## config.mk

```make
export PLATFORM = sky130hd
export DESIGN_NAME = ksa_scheduler
export DESIGN_NICKNAME = d
export VERILOG_FILES = /design/src/rtl/rc4_pkg.sv /design/src/rtl/trap_edge.sv /design/src/rtl/ksa_scheduler.sv
export SDC_FILE = /design/constraint.sdc
export NUM_CORES = 1
export LEC_CHECK = 0
export CORE_ASPECT_RATIO = 1.2
export CORE_UTILIZATION = 46
export DETAILED_ROUTE_END_ITERATION = 16
export PLACE_DENSITY_LB_ADDON = 0.05
export SLEW_MARGIN = 10
export SYNTH_ARGS = -nofsm -noshare
export SYNTH_HDL_FRONTEND = slang
export SYNTH_HIERARCHICAL = 1
export SYNTH_SLANG_ARGS = --single-unit
```

## constraint.sdc

```tcl
create_clock -name clk -period 13.5 [get_ports clk]
set_input_delay 2.025 -clock clk [delete_from_list [all_inputs] [get_ports clk]]
set_output_delay 2.025 -clock clk [all_outputs]
set_load 0.005 [all_outputs]
```

## src/rtl/rc4_pkg.sv

```systemverilog
// Shared RC4 types and constants used by the key-scheduling stage and its neighbours.
package rc4_pkg;

   localparam int SBOX_SIZE = 256;
   localparam int SBOX_AW   = 8;

   typedef logic [7:0] byte_t;

   typedef enum logic [3:0] {
      S_IDLE  = 4'd0,
      S_INIT  = 4'd1,
      S_RD_I  = 4'd2,
      S_CAP_I = 4'd3,
      S_RD_J  = 4'd4,
      S_CAP_J = 4'd5,
      S_WR_I  = 4'd6,
      S_WR_J  = 4'd7,
      S_DONE  = 4'd8
   } ksa_state_t;

endpackage

```

## src/rtl/trap_edge.sv

```systemverilog
// Rising-edge detector for a level input.
// Produces a one-cycle pulse that is valid in the same cycle the level first reads high.
module trap_edge (
   input  logic clk,
   input  logic reset,
   input  logic i_level,
   output logic o_rise
);

   logic r_levelPrev;

   always_ff @(posedge clk or posedge reset) begin
      if (reset) r_levelPrev <= 1'b0;
      else       r_levelPrev <= i_level;
   end

   assign o_rise = i_level & ~r_levelPrev;

endmodule

```

## src/rtl/ksa_scheduler.sv

```systemverilog
// RC4 key-scheduling against a single-port 256x8 S-box RAM:
// fill S[i]=i, then 256 read-read-write-write swap iterations.
module ksa_scheduler
   import rc4_pkg::*;
#(
   parameter int KEY_LENGTH = 32,
   parameter int KEY_WIDTH  = 8
) (
   input  logic                             clk,
   input  logic                             reset,
   input  logic                             start,
   input  logic [KEY_LENGTH*KEY_WIDTH-1:0]  key_arr,
   input  logic [7:0]                       q,
   output logic [7:0]                       address,
   output logic [7:0]                       data,
   output logic                             wren,
   output logic                             finished,
   output logic [3:0]                       state_tap
);

   localparam byte_t LAST_I = byte_t'(SBOX_SIZE - 1);
   localparam logic [SBOX_AW-1:0] K_LAST = SBOX_AW'(KEY_LENGTH - 1);

   ksa_state_t         r_state;
   ksa_state_t         w_next;
   byte_t              r_i;
   byte_t              r_j;
   byte_t              r_si;
   byte_t              r_sj;
   logic [SBOX_AW-1:0] r_k;
   byte_t              w_keyByte;
   logic               w_startEdge;

   trap_edge u_startEdge (
      .clk     (clk),
      .reset   (reset),
      .i_level (start),
      .o_rise  (w_startEdge)
   );

   // k is its own wrapping counter, so the key byte is a plain mux rather than i mod KEY_LENGTH.
   always_comb begin
      w_keyByte = '0;
      for (int n = 0; n < KEY_LENGTH; n++) begin
         if (r_k == SBOX_AW'(n)) w_keyByte = key_arr[n*KEY_WIDTH +: KEY_WIDTH];
      end
   end

   always_ff @(posedge clk or posedge reset) begin
      if (reset) begin
         r_state <= S_IDLE;
         r_i     <= '0;
         r_j     <= '0;
         r_k     <= '0;
         r_si    <= '0;
         r_sj    <= '0;
      end else begin
         r_state <= w_next;
         case (r_state)
            S_IDLE, S_DONE: begin
               if (w_startEdge) begin
                  r_i <= '0;
                  r_j <= '0;
                  r_k <= '0;
               end
            end
            S_INIT: begin
               r_i <= r_i + 8'd1;
               if (r_i == LAST_I) begin
                  r_j <= '0;
                  r_k <= '0;
               end
            end
            S_CAP_I: begin
               r_si <= q;
               r_j  <= r_j + q + w_keyByte;
            end
            S_CAP_J: r_sj <= q;
            S_WR_J: begin
               if (r_i != LAST_I) begin
                  r_i <= r_i + 8'd1;
                  r_k <= (r_k == K_LAST) ? '0 : r_k + 1'b1;
               end
            end
            default: ;
         endcase
      end
   end

   // When i==j both writes hit one address and WR_J's si lands last, which is the correct self-swap.
   always_comb begin
      w_next   = r_state;
      address  = '0;
      data     = '0;
      wren     = 1'b0;
      finished = 1'b0;
      case (r_state)
         S_IDLE: if (w_startEdge) w_next = S_INIT;
         S_INIT: begin
            address = r_i;
            data    = r_i;
            wren    = 1'b1;
            if (r_i == LAST_I) w_next = S_RD_I;
         end
         S_RD_I: begin
            address = r_i;
            w_next  = S_CAP_I;
         end
         S_CAP_I: begin
            address = r_i;
            w_next  = S_RD_J;
         end
         S_RD_J: begin
            address = r_j;
            w_next  = S_CAP_J;
         end
         S_CAP_J: begin
            address = r_j;
            w_next  = S_WR_I;
         end
         S_WR_I: begin
            address = r_i;
            data    = r_sj;
            wren    = 1'b1;
            w_next  = S_WR_J;
         end
         S_WR_J: begin
            address = r_j;
            data    = r_si;
            wren    = 1'b1;
            w_next  = (r_i == LAST_I) ? S_DONE : S_RD_I;
         end
         S_DONE: begin
            finished = 1'b1;
            if (w_startEdge) w_next = S_INIT;
         end
         default: w_next = S_IDLE;
      endcase
   end

   assign state_tap = r_state;

endmodule

```

Yosys cells after proc, flatten, opt, wreduce, memory -nomap -nowiden

Cells that the tools add are included.

Word-level logic and storage cells: 117
Register bits after elaboration: 45
Input bits: 267

Add/sub/neg operators: 4
Reductions and logical operators: 12
Equality and inequality tests: 44
Multiplexer cells: 48
Bitwise operators: 2

Operator list:

| operator                                                              | count |
|---|---|
| 8-bit two-way mux                                                     | 37 |
| 8-bit by 5-bit equality test with 1-bit output, second input constant | 16 |
| 8-bit one-hot mux with 3 select lines                                 | 4 |
| 8-bit by 4-bit equality test with 1-bit output, second input constant | 8 |
| 8-bit by 3-bit equality test with 1-bit output, second input constant | 4 |
| 4-bit one-hot mux with 8 select lines                                 | 1 |
| 8-bit by 1-bit adder with 8-bit output, second input constant         | 2 |
| 8-bit adder                                                           | 2 |
| 4-bit by 3-bit equality test with 1-bit output, second input constant | 4 |
| 8-bit by 2-bit equality test with 1-bit output, second input constant | 2 |
| 8-bit one-hot mux with 2 select lines                                 | 1 |
| 4-bit two-way mux                                                     | 3 |
| 4-bit by 2-bit equality test with 1-bit output, second input constant | 2 |
| 8-bit by 1-bit equality test with 1-bit output, second input constant | 1 |
| 8-bit equality test, second input constant                            | 1 |
| 8-bit zero test                                                       | 1 |
| 8-bit inequality test, second input constant                          | 1 |
| 3-bit AND reduction                                                   | 2 |
| 3-bit nonzero test                                                    | 2 |
| 3-bit OR reduction                                                    | 2 |
| 4-bit by 1-bit equality test with 1-bit output, second input constant | 1 |
| 4-bit equality test, second input constant                            | 1 |
| 4-bit zero test                                                       | 1 |
| 2-bit inequality test, second input constant                          | 2 |
| 8 further kinds                                                       | 9 |

Longest topological paths before layout

Depth in word-level cells: 35
Depth in mapped cells: 23

Hierarchy

Netlist, hierarchy kept.

Modules (own cells, without submodules):

| module        | area an instance (um^2) | instances | cells each |
|---|---|---|---|
| ksa_scheduler | 5904.4                  | 1         | 845 |
| trap_edge     | 42.5                    | 1         | 3 |

Worst setup path before layout

Ideal clock, no wire load.

Kind: input to register
Start: input key_arr[9]
End: register r_j[7]
Data arrival time: 5210 ps
Cell stages on the path: 18
Required time: 13410 ps
Path slack: 8200 ps
Cell sequence: a211o_1 > a31oi_1 > a2111oi_0 > o221ai_1 > nand3_1 > a31oi_1 > nor3_1 > fa_1 > ha_1 > inv_1 > fa_1 > nand2b_1 > a21oi_1 > o22ai_1 > xnor2_1 > nand2_1 > or3_1 > o2111ai_1

Cells in the longest elaborated chain, start to end: 33

RTL lines:

| what                                  | line                | RTL |
|---|---|---|
| start, declared                       | ksa_scheduler.sv:12 | `input logic [KEY_LENGTH*KEY_WIDTH-1:0] key_arr,` |
| 8-bit two-way mux (31 in series)      | ksa_scheduler.sv:45 | `if (r_k == SBOX_AW'(n)) w_keyByte = key_arr[n*KEY_WIDTH +: KEY_WIDTH];` |
| 8-bit adder                           | ksa_scheduler.sv:76 | `r_j <= r_j + q + w_keyByte;` |
| 8-bit one-hot mux with 3 select lines | ksa_scheduler.sv:59 | `case (r_state)` |
| end signal, assigned                  | ksa_scheduler.sv:76 |  |
| end, declared                         | ksa_scheduler.sv:27 | `byte_t r_j;` |

No other way between the ends.
A chain may end at the register's enable or synchronous reset.

Worst setup path in the final report

Same ends and word-level chain as after synthesis.

==> run summary <==
Clock group share of total power - 26.2%
H-tree Lvls - 2
Synth async-reset ratio - 100%
Post-Synth XOR/XNOR Area - 1.62%
Slew Limit Fails - 0
Post-synthesis sequential area ratio - 18.9%
Top_reg_cell synth - dfrtp_1
First-pass GRT wire length - 46,000 um
I/O pin total - 289
Syn Nets - 1,134
Power Internal - 374 uW
Number of synthesized flops with an enable pin - 0
DR pass1 iterations - 8
DR WL/cell - 24.2 um
Antenna diode count - 0
WP data arrival - 6.38 ns
Rows - 45
WL final - 30,500 um
Post-CTS Resized - 0
Post-Synth Adder-Cell Area - 5.01%
Gate count of the mapped netlist - 848
Status - finished clean
Setup bufs post-CTS - 0
Routing usage on met1 - 50.3%
Commonest cells after routing, fill and taps aside - clkdlybuf4s50_1 (288), nand2_1 (122), nor2_1 (75)
Max FO, Critical Path - 4
Tmin final - 6.17 ns
Initial antenna violation count - 0
Via count - 8,334
Initial Util - 47.2%
DIE HEIGHT - 127 um
Met3 Use GR - 11.9%
Post-Layout Cell Count - 1,259
Clock-pin transition on the worst setup and hold timing paths - 0.07 ns
Post-route clock period utilization - 45.7%
DRT iter0 DRCs - 951
Vias in the first global route - 8,076
Comb pwr share - 42.3%
Post-synthesis compound-gate area fraction - 36.1%
CTS max path bufs - 2
Clock Sink Count - 45
Filler cells - 1,043
Mapped Area - 5950 um^2
Area Growth Syn to Fin - 52.4%
Critical Path RT - 13.70 ns
Placed cell count - 1,251
Sw Ratio - 30.3%
HP Class - flop to flop
Startpoint Class - primary input
Met2 Use GR - 74.7%
ANT nets after route - 0
Die W - 106 um
CTS hold repair buffers - 0
Total GRT Usage - 44.4%
NetSw - 163 uW
Largest net degree at the start of global routing - 63
Total gr overflow - 0
Power per standard cell area - 59.3 nW/um^2
Max IR drop VDD - 120 uV
Flop pwr share - 31.4%
Clock Skew - 0.00583 ns
Total negative slack - 0 ns
Most common cell after layout, fill and taps aside - clkdlybuf4s50_1
Core box area - 12,600 um^2
Largest family of logic cells by synthesized area - compound AO/OA/AOI/OAI gates
Final hold viol count - 0
Inserted Clock Buffers - 5
Critical path class - primary input to flop
Most Crowded Layer GR - met2
Register bit count reported by yosys - 45
Max-Cap Viols - 0
DRC viols - 0
Full die area - 13,400 um^2
Port-buffer cells - 288
Setup crit end kind - flop
Yosys warnings - 6
Rel. slew slack - 18.3%
Least-Margin Pin Slew - 1.22 ns
Fmax - 162 MHz
Detail Placement HPWL - 23,200 um
Setup-failing EPs final - 0
# nets final - 1,380
Mux cell area share after synthesis - 1.87%
Routability cong. - 1.07
Worst skew pair latency - 0.29 ns
Post-synthesis simple-gate area fraction - 30.2%
Ratio of cells with drive above 1 in the final layout - 5.30%
RSZ-0062 raised after global routing - false
Unique masters post-synth - 84
Vias/cell - 6.62
Place WS - 7.09 ns
Pleak - 0.00355 uW
Mapped Avg Cell Area - 7.01 um^2
CTS tree - built
Clock root buffer master - clkbuf_16
Final worst slack - 7.33 ns
## state kept, by name, summed over array words and instances, names as in the netlist
name and flops:
r_sj 8, r_si 8, r_i 8, u_startEdge/r_levelPrev 1
r_k 8, r_j 8, state_tap 4
## worst max-delay path, cell delays in order
cell and delay [ns]:
clkdlybuf4s50_1 0.41, a211o_1 0.25, a31oi_1 0.33, a2111oi_0 0.13
o221ai_1 0.21, nand3_1 0.14, a31oi_1 0.28, nor3_1 0.11
fa_1 0.50, ha_1 0.17, inv_1 0.06, fa_1 0.43
nand2b_1 0.19, a21oi_1 0.20, o22ai_1 0.13, xnor2_1 0.31
nand2_1 0.07, or3_1 0.32, o2111ai_1 0.11
## cell type report
class                      instances  area (um^2)  share of cell area [%]
tap                              164          205                    2.26
timing repair buffer             304         3000                    33.1
clock inverter                     2         38.8                   0.428
multi-input combinational        713         4470                    49.3
inverter                          25         93.8                    1.04
clock buffer                       6          129                    1.42
sequential                        45         1130                    12.4
## worst paths after layout
path                                 start  slack (ns)                       to  depth (start not counted)
worst min-delay path               r_si[7]        0.48                  r_si[7]                          2
min in group asynchronous            reset        1.89  u_startEdge/r_levelPrev                          2
worst max register to register      r_k[1]        7.75                   r_j[7]                         21
worst min register to register     r_si[7]        0.48                  r_si[7]                          2
max in group asynchronous            reset       10.89                  r_si[1]                          3
worst max-delay path            key_arr[9]        7.33                   r_j[7]                         19
## power groups by stage
stage	Clock (uW)	Sequential, uW	Combinational [uW]
6_report	141	169	228
5_1_grt	147	169	244
4_1_cts	142	167	226
3_5_place_dp	0	170	221
3_3_place_gp	0	170	219
2_1_floorplan	0	159	85.7
## synth_stat cells, drive strengths merged (10+ instances only)
cell,instances,area share [%]
a21oi,51,4.4
nand3,41,3.5
nand2,122,7.7
o21ai,74,6.2
o31ai,10,1.3
nor3,31,2.8
and3,11,1.2
o22ai,11,1.2
buf,21,1.9
clkbuf,44,2.9
inv,25,1.6
ha,11,2.3
a22oi,23,2.9
nor2,77,4.9
nand2b,16,1.7
a221oi,12,1.8
dfrtp,45,19
o221ai,17,2.5
nor2b,12,1.4
## kinds of logic (layout without fill, tap and decap cells)
| kind of cell | after synthesis | count (layout) |
|---|---|---|
| multiplexers | 10 | 10 |
| AND/OR/NAND/NOR | 365 | 365 |
| flip-flops | 45 | 45 |
| buffers and inverters | 90 | 337 |
| adder cells (fa/ha/maj) | 19 | 19 |
| AO/OA/AOI/OAI | 308 | 308 |
| XOR/XNOR | 11 | 11 |
## routing by layer
layer  up-vias  part of all wire (%)
met4         0                   6.1
met3       148                    11
li1       3697                     -
met2       626                    47
met1      3863                    36
met5         -                     0
## metrics by stage
stage	hold WS (ns)	util (%)	area [um^2]	power, uW
after global placement	0.460	70.5	8900	388
after floorplan	0.446	-	5950	244
final	0.484	71.9	9060	537
after global routing	0.503	71.9	9060	560
after CTS	0.478	71.9	9060	535
after detailed placement	0.462	70.5	8900	391
Power figures use the tool's default switching activity.
